## src/rtl/fetch_sequencer_pkg.sv

```systemverilog
// Shared definitions for the fetch sequencer: FSM state encoding and the
// Controller's opcode constants so RTL and bench decode instructions alike.
package fetch_sequencer_pkg;

   typedef enum logic [2:0] {
      ST_IDLE   = 3'd0,
      ST_FETCH  = 3'd1,
      ST_HOLD   = 3'd2,
      ST_EXEC   = 3'd3,
      ST_HALTED = 3'd4
   } state_t;

   localparam int OPCODE_W = 4;

   localparam logic [OPCODE_W-1:0] OP_NOP     = 4'b0000;
   localparam logic [OPCODE_W-1:0] OP_JMP_REG = 4'b1000;
   localparam logic [OPCODE_W-1:0] OP_JMP_IMM = 4'b1001;
   localparam logic [OPCODE_W-1:0] OP_HALT    = 4'b1111;

   // Opcode sits in the top nibble of an 8-bit instruction word.
   function automatic logic [OPCODE_W-1:0] opcode_of(input logic [7:0] word);
      return word[7:4];
   endfunction

endpackage

```

## src/rtl/fetch_sequencer_pc_register.sv

```systemverilog
// Program counter register: applies load (jump) over increment when enabled,
// with zero-extended immediate targets and natural wrap on increment.
module fetch_sequencer_pc_register #(
   parameter int              PC_W     = 8,
   parameter logic [PC_W-1:0] RESET_PC = '0
) (
   input  logic            clk,
   input  logic            reset,
   input  logic            en,
   input  logic            inc,
   input  logic            load,
   input  logic            sel,
   input  logic [PC_W-1:0] jump_reg,
   input  logic [3:0]      jump_imm,
   output logic [PC_W-1:0] pc
);

   logic [PC_W-1:0] pc_next;
   logic [PC_W-1:0] imm_target;

   assign imm_target = {{(PC_W-4){1'b0}}, jump_imm};

   always_comb begin
      pc_next = pc;
      if (en) begin
         if (load) begin
            pc_next = sel ? imm_target : jump_reg;
         end else if (inc) begin
            pc_next = pc + PC_W'(1);
         end
      end
   end

   always_ff @(posedge clk or negedge reset) begin
      if (!reset) begin
         pc <= RESET_PC;
      end else begin
         pc <= pc_next;
      end
   end

endmodule

```

## src/rtl/fetch_sequencer.sv

```systemverilog
// Fetch sequencer: owns the PC, fetches over an imem req/ack handshake with a
// timeout, hands instructions to the Controller and applies its PC commands.
module fetch_sequencer
   import fetch_sequencer_pkg::*;
#(
   parameter int              PC_W     = 8,
   parameter int              INSTR_W  = 8,
   parameter logic [PC_W-1:0] RESET_PC = '0,
   parameter int              MAX_WAIT = 15
) (
   input  logic               clk,
   input  logic               reset,
   input  logic               start,
   output logic               imem_req,
   output logic [PC_W-1:0]    imem_addr,
   input  logic               imem_ack,
   input  logic [INSTR_W-1:0] imem_data,
   output logic [INSTR_W-1:0] instr,
   output logic               instr_valid,
   input  logic               instr_ready,
   input  logic               inc_pc,
   input  logic               load_pc,
   input  logic               sel_pc,
   input  logic [PC_W-1:0]    jump_reg,
   input  logic [3:0]         jump_imm,
   input  logic               halt_req,
   output logic [PC_W-1:0]    pc,
   output logic               halted,
   output logic               fetch_err
);

   localparam int              CNT_W     = $clog2(MAX_WAIT + 1);
   localparam logic [CNT_W-1:0] WAIT_LAST = CNT_W'(MAX_WAIT - 1);

   state_t           state;
   logic [CNT_W-1:0] wait_cnt;
   logic             in_exec;
   logic             pc_en;
   logic             pc_cmd;

   assign in_exec = (state == ST_EXEC);
   // halt_req outranks every PC command, so it simply masks the PC update.
   assign pc_en   = in_exec && !halt_req;
   assign pc_cmd  = load_pc || inc_pc;

   fetch_sequencer_pc_register #(
      .PC_W     (PC_W),
      .RESET_PC (RESET_PC)
   ) u_pc_register (
      .clk      (clk),
      .reset    (reset),
      .en       (pc_en),
      .inc      (inc_pc),
      .load     (load_pc),
      .sel      (sel_pc),
      .jump_reg (jump_reg),
      .jump_imm (jump_imm),
      .pc       (pc)
   );

   assign imem_addr = pc;

   always_ff @(posedge clk or negedge reset) begin
      if (!reset) begin
         state       <= ST_IDLE;
         wait_cnt    <= '0;
         instr       <= '0;
         imem_req    <= 1'b0;
         instr_valid <= 1'b0;
         halted      <= 1'b0;
         fetch_err   <= 1'b0;
      end else begin
         case (state)
            ST_IDLE: begin
               if (start) begin
                  state    <= ST_FETCH;
                  imem_req <= 1'b1;
                  wait_cnt <= '0;
               end
            end

            ST_FETCH: begin
               if (imem_ack) begin
                  instr       <= imem_data;
                  wait_cnt    <= '0;
                  imem_req    <= 1'b0;
                  instr_valid <= 1'b1;
                  state       <= ST_HOLD;
               end else if (wait_cnt == WAIT_LAST) begin
                  // This is the MAX_WAIT-th unacknowledged cycle: give up.
                  fetch_err <= 1'b1;
                  imem_req  <= 1'b0;
                  halted    <= 1'b1;
                  state     <= ST_HALTED;
               end else begin
                  wait_cnt <= wait_cnt + CNT_W'(1);
               end
            end

            ST_HOLD: begin
               if (instr_ready) begin
                  instr_valid <= 1'b0;
                  state       <= ST_EXEC;
               end
            end

            ST_EXEC: begin
               if (halt_req) begin
                  halted <= 1'b1;
                  state  <= ST_HALTED;
               end else if (pc_cmd) begin
                  imem_req <= 1'b1;
                  wait_cnt <= '0;
                  state    <= ST_FETCH;
               end
            end

            ST_HALTED: begin
               imem_req    <= 1'b0;
               instr_valid <= 1'b0;
               halted      <= 1'b1;
            end

            default: begin
               state       <= ST_IDLE;
               imem_req    <= 1'b0;
               instr_valid <= 1'b0;
               wait_cnt    <= '0;
            end
         endcase
      end
   end

endmodule
```

## config.mk

```make
export PLATFORM = sky130hd
export DESIGN_NAME = fetch_sequencer
export DESIGN_NICKNAME = d
export VERILOG_FILES = /design/src/rtl/fetch_sequencer_pkg.sv /design/src/rtl/fetch_sequencer_pc_register.sv /design/src/rtl/fetch_sequencer.sv
export SDC_FILE = /design/constraint.sdc
export NUM_CORES = 1
export LEC_CHECK = 0
export CAP_MARGIN = 10
export CORE_ASPECT_RATIO = 1.5
export CORE_MARGIN = 2
export CORE_UTILIZATION = 47
export CTS_CLUSTER_DIAMETER = 50
export DETAILED_ROUTE_END_ITERATION = 8
export PLACE_DENSITY_LB_ADDON = 0.25
export SLEW_MARGIN = 10
export SYNTH_ARGS = -nofsm -noshare
export SYNTH_HDL_FRONTEND = slang
export SYNTH_SLANG_ARGS = --single-unit
```

## constraint.sdc

```tcl
create_clock -name clk -period 2.7 [get_ports clk]
set_input_delay 0.27 -clock clk [delete_from_list [all_inputs] [get_ports clk]]
set_output_delay 0.27 -clock clk [all_outputs]
set_load 0.1 [all_outputs]
```

### Yosys cells after proc, flatten, opt, wreduce, memory -nomap -nowiden

Cells that the tools add are included.
Widths: inputs -> output; s select.

| word-level totals | value |
|---|---|
| register bits | 27 |
| input bits | 29 |
| output and inout port bits | 28 |
| word-level logic and storage cells | 76 |

| operators by class | value |
|---|---|
| add/subtract/negate cells | 2 |
| equal/unequal tests | 16 |
| muxes and demuxes | 29 |
| bitwise gates (word level) | 5 |
| reductions and logical operators | 16 |

Operators with widths:

| operator | number |
|---|---|
| $mux 8 | 3 |
| $mux 4 | 5 |
| $mux 3 | 6 |
| $pmux 4 s4 | 1 |
| $pmux 3 s5 | 1 |
| $reduce_and 5->1 | 3 |
| $ne 2x2->1 const B | 7 |
| $mux 1 | 10 |
| $add 8x1->8 const B | 1 |
| $eq 3x2->1 const B | 2 |
| $ne 3x3->1 const B | 2 |
| $pmux 1 s3 | 2 |
| $reduce_and 3->1 | 2 |
| $not 1->1 | 5 |
| $add 4x1->4 const B | 1 |
| $eq 4x4->1 const B | 1 |
| $pmux 1 s4 | 1 |
| $reduce_and 2->1 | 2 |
| $reduce_and 4->1 | 1 |
| $reduce_or 2->1 | 2 |
| $eq 3x1->1 const B | 1 |
| $eq 3x3->1 const B | 1 |
| $logic_not 3->1 | 1 |
| $ne 3x2->1 const B | 1 |
| 6 further kinds | 6 |

### Longest topological paths before layout

| logic depth | value |
|---|---|
| depth in word-level cells | 4 |
| mapped depth | 6 |
| depth with buffers taken out | 6 |

### Modules after synthesis

Synthesis repeated with hierarchy kept, for this count alone.

| unflattened totals | value |
|---|---|
| cell total of the unflattened synthesis | 157 |
| area, all modules | 1655.3 um2 |

By module, submodules not included:

| module | times used | cells an instance | area each (um2) | seq. area each (um2) |
|---|---|---|---|---|
| fetch_sequencer | 1 | 90 | 1016.0 | 475.5 |
| fetch_sequencer_pc_register | 1 | 67 | 639.4 | 200.2 |

### Least setup slack after synthesis

Ideal clock, no wire load.

| timing | value |
|---|---|
| kind | reg2reg |
| start | register u_pc_register.pc[2] |
| end | register u_pc_register.pc[7] |
| library setup time | 0.072 ns |
| arrival | 2.033 ns |
| data required time | 2.628 ns |
| setup slack | 0.595 ns |
| stages on the path, launching flop included | 5 |
| buffers on the path | 0 |
| clock period less this slack | 2.105 ns |
| cells stage by stage | dfrtp_1 and4_1 nand4_1 or4_1 nand3_1 |

| on the way | value |
|---|---|
| cells in the longest elaborated chain, start to end | 3 |

Ends and longest elaborated chain:

| element | RTL line | text |
|---|---|---|
| start, declared | fetch_sequencer_pc_register.sv:15 | `output logic [PC_W-1:0] pc` |
| start signal, assigned | fetch_sequencer_pc_register.sv:38 | `pc <= pc_next;` |
| $add 8x1->8 | fetch_sequencer_pc_register.sv:29 | `pc_next = pc + PC_W'(1);` |
| $mux 8 | fetch_sequencer_pc_register.sv:28 | `end else if (inc) begin` |
| $mux 8 | fetch_sequencer_pc_register.sv:26 | `if (load) begin` |

No other way between the ends. The select of a mux whose other input is x is not followed.
A chain may end at the register's enable or synchronous reset.

### Worst setup path after layout

| timing | value |
|---|---|
| start | register state[0] |
| end | register wait_cnt[1] |

| on the way | value |
|---|---|
| cells in the longest elaborated chain, start to end | 4 |
| elaborated cells between the ends (all ways) | 13 |
| classes of those cells | 8 x eq/ne; 1 x mux; 1 x bitwise; 3 x reduce/logical |

Ends and longest elaborated chain:

| element | RTL line | text |
|---|---|---|
| start, declared | fetch_sequencer.sv:35 | `state_t state;` |
| start signal, assigned | fetch_sequencer.sv:65 | `state <= ST_IDLE;` |
| start signal, assigned | fetch_sequencer.sv:76 | `state <= ST_FETCH;` |
| start signal, assigned | fetch_sequencer.sv:88 | `state <= ST_HOLD;` |
| $eq 3x2->1 or $eq 3x3->1 (tied branches) | fetch_sequencer.sv:73 | `case (state)` |
| $reduce_or 2->1 (no source line) | -- |  |
| $not 1->1 (no source line) | -- |  |
| $reduce_and 5->1 (no source line) | -- |  |
| end signal, assigned | fetch_sequencer.sv:96 | `wait_cnt <= wait_cnt + CNT_W'(1);` |
| end, declared | fetch_sequencer.sv:36 | `logic [CNT_W-1:0] wait_cnt;` |

Parallel ways exist; a longest one is shown, timed or not.

==> tab_implementation.tex <==
\begin{tabular}{lr}
\hline
Metric & Value \\
\hline
\multicolumn{2}{l}{\textbf{STA}} \\
Slew Viols, Final & 0 \\
Count of endpoints failing hold in the final timing report & 0 \\
Max-slew headroom & 59.53\% \\
Final setup slack of the worst path & 923.1 ps \\
Setup Viol. Count Final & 0 \\
Unrepaired setup endpoints after global routing & no \\
Post-layout min period & 1777 ps \\
Fin Clk Skew & 4.481 ps \\
Setup TNS & 0 ps \\
Slew @ Worst Pin & 598.6 ps \\
Achievable clock frequency & 0.5628 GHz \\
Post-route clock period utilization & 65.81\% \\
\multicolumn{2}{l}{\textbf{GRT}} \\
Number of global-route vias before repair & 1313 \\
Maximum number of pins on one net before global-route repair & 28 \\
Global Route Usage Sum & 20.53\% \\
Total gr overflow & 0 \\
Number of antenna violations at the first check in global routing & 0 \\
First-pass GRT wire length & 5871 µm \\
\multicolumn{2}{l}{\textbf{Yosys}} \\
Cells taking the most area after synthesis & sky130\_fd\_sc\_hd\_\_dfrtp\_1, sky130\_fd\_sc\_hd\_\_mux2\_2, sky130\_fd\_sc\_hd\_\_buf\_4 \\
Number of unique standard cell types used by synthesis & 43 \\
Number of register bits inferred by synthesis & 27 \\
Fraction of the yosys area taken by sequential cells & 44.70\% \\
Post-synth top area share & 44.70\% \\
Dominant synthesized flop cell & sky130\_fd\_sc\_hd\_\_dfrtp\_1 \\
Synth area leader & sky130\_fd\_sc\_hd\_\_dfrtp\_1 \\
Cell count after synthesis & 145 \\
Area of the mapped netlist & 1511 µm² \\
Number of warnings issued by yosys & 0 \\
Number of enable flip-flop cells after synthesis & 0 \\
Syn Nets & 177 \\
Synthesized area per cell & 10.42 µm² \\
Post-synth ARST share & 100.0\% \\
\multicolumn{2}{l}{\textbf{Route}} \\
Routed len/inst & 14.76 µm \\
Aggregate routed wire length & 3440 µm \\
Router iterations before antenna repair & 4 \\
Detail Route met3 WL & 184 µm \\
Highest layer used for signal routing & met4 \\
Wire length on met1 & 1304 µm \\
Vias/cell & 5.468 \\
Antenna-violating nets left & 0 \\
DRC marker count from the first detailed-route iteration & 15 \\
Number of DRC violations after detailed routing & 0 \\
Total met2 wirelength after detailed routing & 1891 µm \\
Number of vias after detailed routing & 1274 \\
\multicolumn{2}{l}{\textbf{Cells and area}} \\
Number of nets in the layout & 226 \\
Share of layout cells above drive strength 1 & 29.53\% \\
Most frequent cells in the layout & sky130\_fd\_sc\_hd\_\_buf\_4, sky130\_fd\_sc\_hd\_\_clkdlybuf4s50\_1, sky130\_fd\_sc\_hd\_\_dfrtp\_1 \\
Most common cell after layout, fill and taps aside & sky130\_fd\_sc\_hd\_\_buf\_4 \\
Fill cells & 279 \\
Layout overhead on the synthesized area & 33.53\% \\
Ant. Diodes & 0 \\
\multicolumn{2}{l}{\textbf{Clock tree}} \\
Total of cells resized after clock tree synthesis & 0 \\
\# hold bufs at CTS & 0 \\
Buffer levels on the longest clock path & 2 \\
Post-CTS Setup Inserts & 0 \\
Clock-pin transition on the worst setup and hold timing paths & 90 ps \\
Master cell of the clock root buffer & sky130\_fd\_sc\_hd\_\_clkbuf\_8 \\
Clock net sink count & 27 \\
Clock tree from TritonCTS & done \\
Number of levels in the clock H-tree & 1 \\
Number of buffers created by CTS & 3 \\
Clk Latency, worst-skew pair & 270 ps \\
\multicolumn{2}{l}{\textbf{Critical path}} \\
Worst reg2reg startpoint & state[0] \\
Arrival @ worst endpoint & 1940 ps \\
Critical path startpoint category & register \\
Kind of end point of the critical path & register \\
Length in cells of the worst reg-to-reg path & 4 \\
Slack of the worst reg-to-reg path & 920 ps \\
Worst-path fanout max & 12 \\
Terminus of the critical flop-to-flop path & wait\_cnt[1] \\
Critical Path RT & 2870 ps \\
Crit path kind & register to register \\
\multicolumn{2}{l}{\textbf{Floorplanning}} \\
Die width & 50.30 µm \\
Core Footprint & 3128 µm² \\
Area of the die & 3695 µm² \\
Die height & 73.46 µm \\
Starting density of the core & 48.32\% \\
Floorplan row count & 25 \\
I/O pin count & 57 \\
\multicolumn{2}{l}{\textbf{Run}} \\
Max Cap Violations & 0 \\
\multicolumn{2}{l}{\textbf{Placed design}} \\
Number of port buffers & 56 \\
Worst setup slack after placement & 670.3 ps \\
Final RePlAce weighted congestion & 0.8046 \\
Final HPWL from detailed placement & 2713 µm \\
\multicolumn{2}{l}{\textbf{Outcome}} \\
Run status & completed \\
\multicolumn{2}{l}{\textbf{Hold path}} \\
Hold Crit Class & input port to asynchronous set/reset pin \\
\hline
\end{tabular}
==> critical path, stage by stage (launching register included) <==
cell and delay, ps:
sky130_fd_sc_hd__dfrtp_1 570, sky130_fd_sc_hd__or4b_4 560, sky130_fd_sc_hd__nor2_4 150, sky130_fd_sc_hd__nor3_2 80
sky130_fd_sc_hd__mux2_4 310
==> registers in the layout (all words and copies together) (netlist names) <==
| name | cells |
|---|---|
| imem_req | 1 |
| u_pc_register.pc | 8 |
| instr_valid | 1 |
| fetch_err | 1 |
| halted | 1 |
| instr | 8 |
| state | 3 |
| wait_cnt | 4 |
==> stage by stage <==
stage / utilization (%) / hold slack [ps] / area [µm²] / cells
floorplan: - / -25.59 / 1511 / 145
global placement: 62.96 / 458.9 / 1969 / 229
detailed placement: 62.96 / 463.4 / 1969 / 229
CTS: 64.52 / 379.3 / 2018 / 233
global route: 64.52 / 402.1 / 2018 / 233
finish: 64.52 / 362.8 / 2018 / 233
==> layer usage <==
| layer | track usage (%) | vias up |
|---|---|---|
| met3 | 3.049 | 6 |
| met5 | 0 | - |
| met2 | 37.72 | 46 |
| li1 | - | 613 |
| met1 | 23.20 | 609 |
| met4 | 9.009 | 0 |
==> final cells by class <==
type | count | area (µm²) | area share (%)
Clock buffer | 3 | 41.29 | 2.046
Inverter | 3 | 11.26 | 0.5580
Sequential cell | 27 | 675.6 | 33.48
Multi-Input combinational cell | 101 | 726.9 | 36.02
Timing Repair Buffer | 58 | 505.5 | 25.05
Clock inverter | 1 | 7.507 | 0.3720
Tap cell | 40 | 50.05 | 2.480
==> worst max-delay path by stage <==
stage,startpoint,endpoint,slack [ps],depth (start not counted)
after floorplan,u_pc_register.pc[2],u_pc_register.pc[7],600,4
after global placement,imem_ack,wait_cnt[1],710,5
after detailed placement,imem_ack,wait_cnt[1],670,5
after CTS,state[0],wait_cnt[1],940,4
after global routing,state[0],imem_req,840,3
final,state[0],wait_cnt[1],920,4
==> cell usage after synthesis (2+ instances only) <==
master / n
sky130_fd_sc_hd__dfrtp_1: 27
sky130_fd_sc_hd__a21oi_1: 10
sky130_fd_sc_hd__buf_4: 10
sky130_fd_sc_hd__mux2_2: 10
sky130_fd_sc_hd__nand3_1: 8
sky130_fd_sc_hd__o21ai_0: 8
sky130_fd_sc_hd__nand2_1: 7
sky130_fd_sc_hd__nor2_1: 6
sky130_fd_sc_hd__a22oi_1: 4
sky130_fd_sc_hd__mux2i_1: 4
sky130_fd_sc_hd__nand3b_1: 4
sky130_fd_sc_hd__clkbuf_1: 3
sky130_fd_sc_hd__ha_1: 3
sky130_fd_sc_hd__inv_1: 3
sky130_fd_sc_hd__or2_2: 3
sky130_fd_sc_hd__and2_1: 2
sky130_fd_sc_hd__and2b_1: 2
sky130_fd_sc_hd__nor3_1: 2
sky130_fd_sc_hd__o21a_1: 2
sky130_fd_sc_hd__o221a_2: 2
sky130_fd_sc_hd__o22ai_1: 2
sky130_fd_sc_hd__or4_1: 2
==> cells by family after synthesis <==
group           synth area share, %
simple gates                  19.45
compound gates                13.91
flops                         44.70
buf+inv                       7.202
mux                           11.09
fa+ha+maj                     2.484
xor+xnor                      1.159
Power is not shown: default switching activity piles up to over one toggle a cycle in this logic, so the estimate is an artifact.
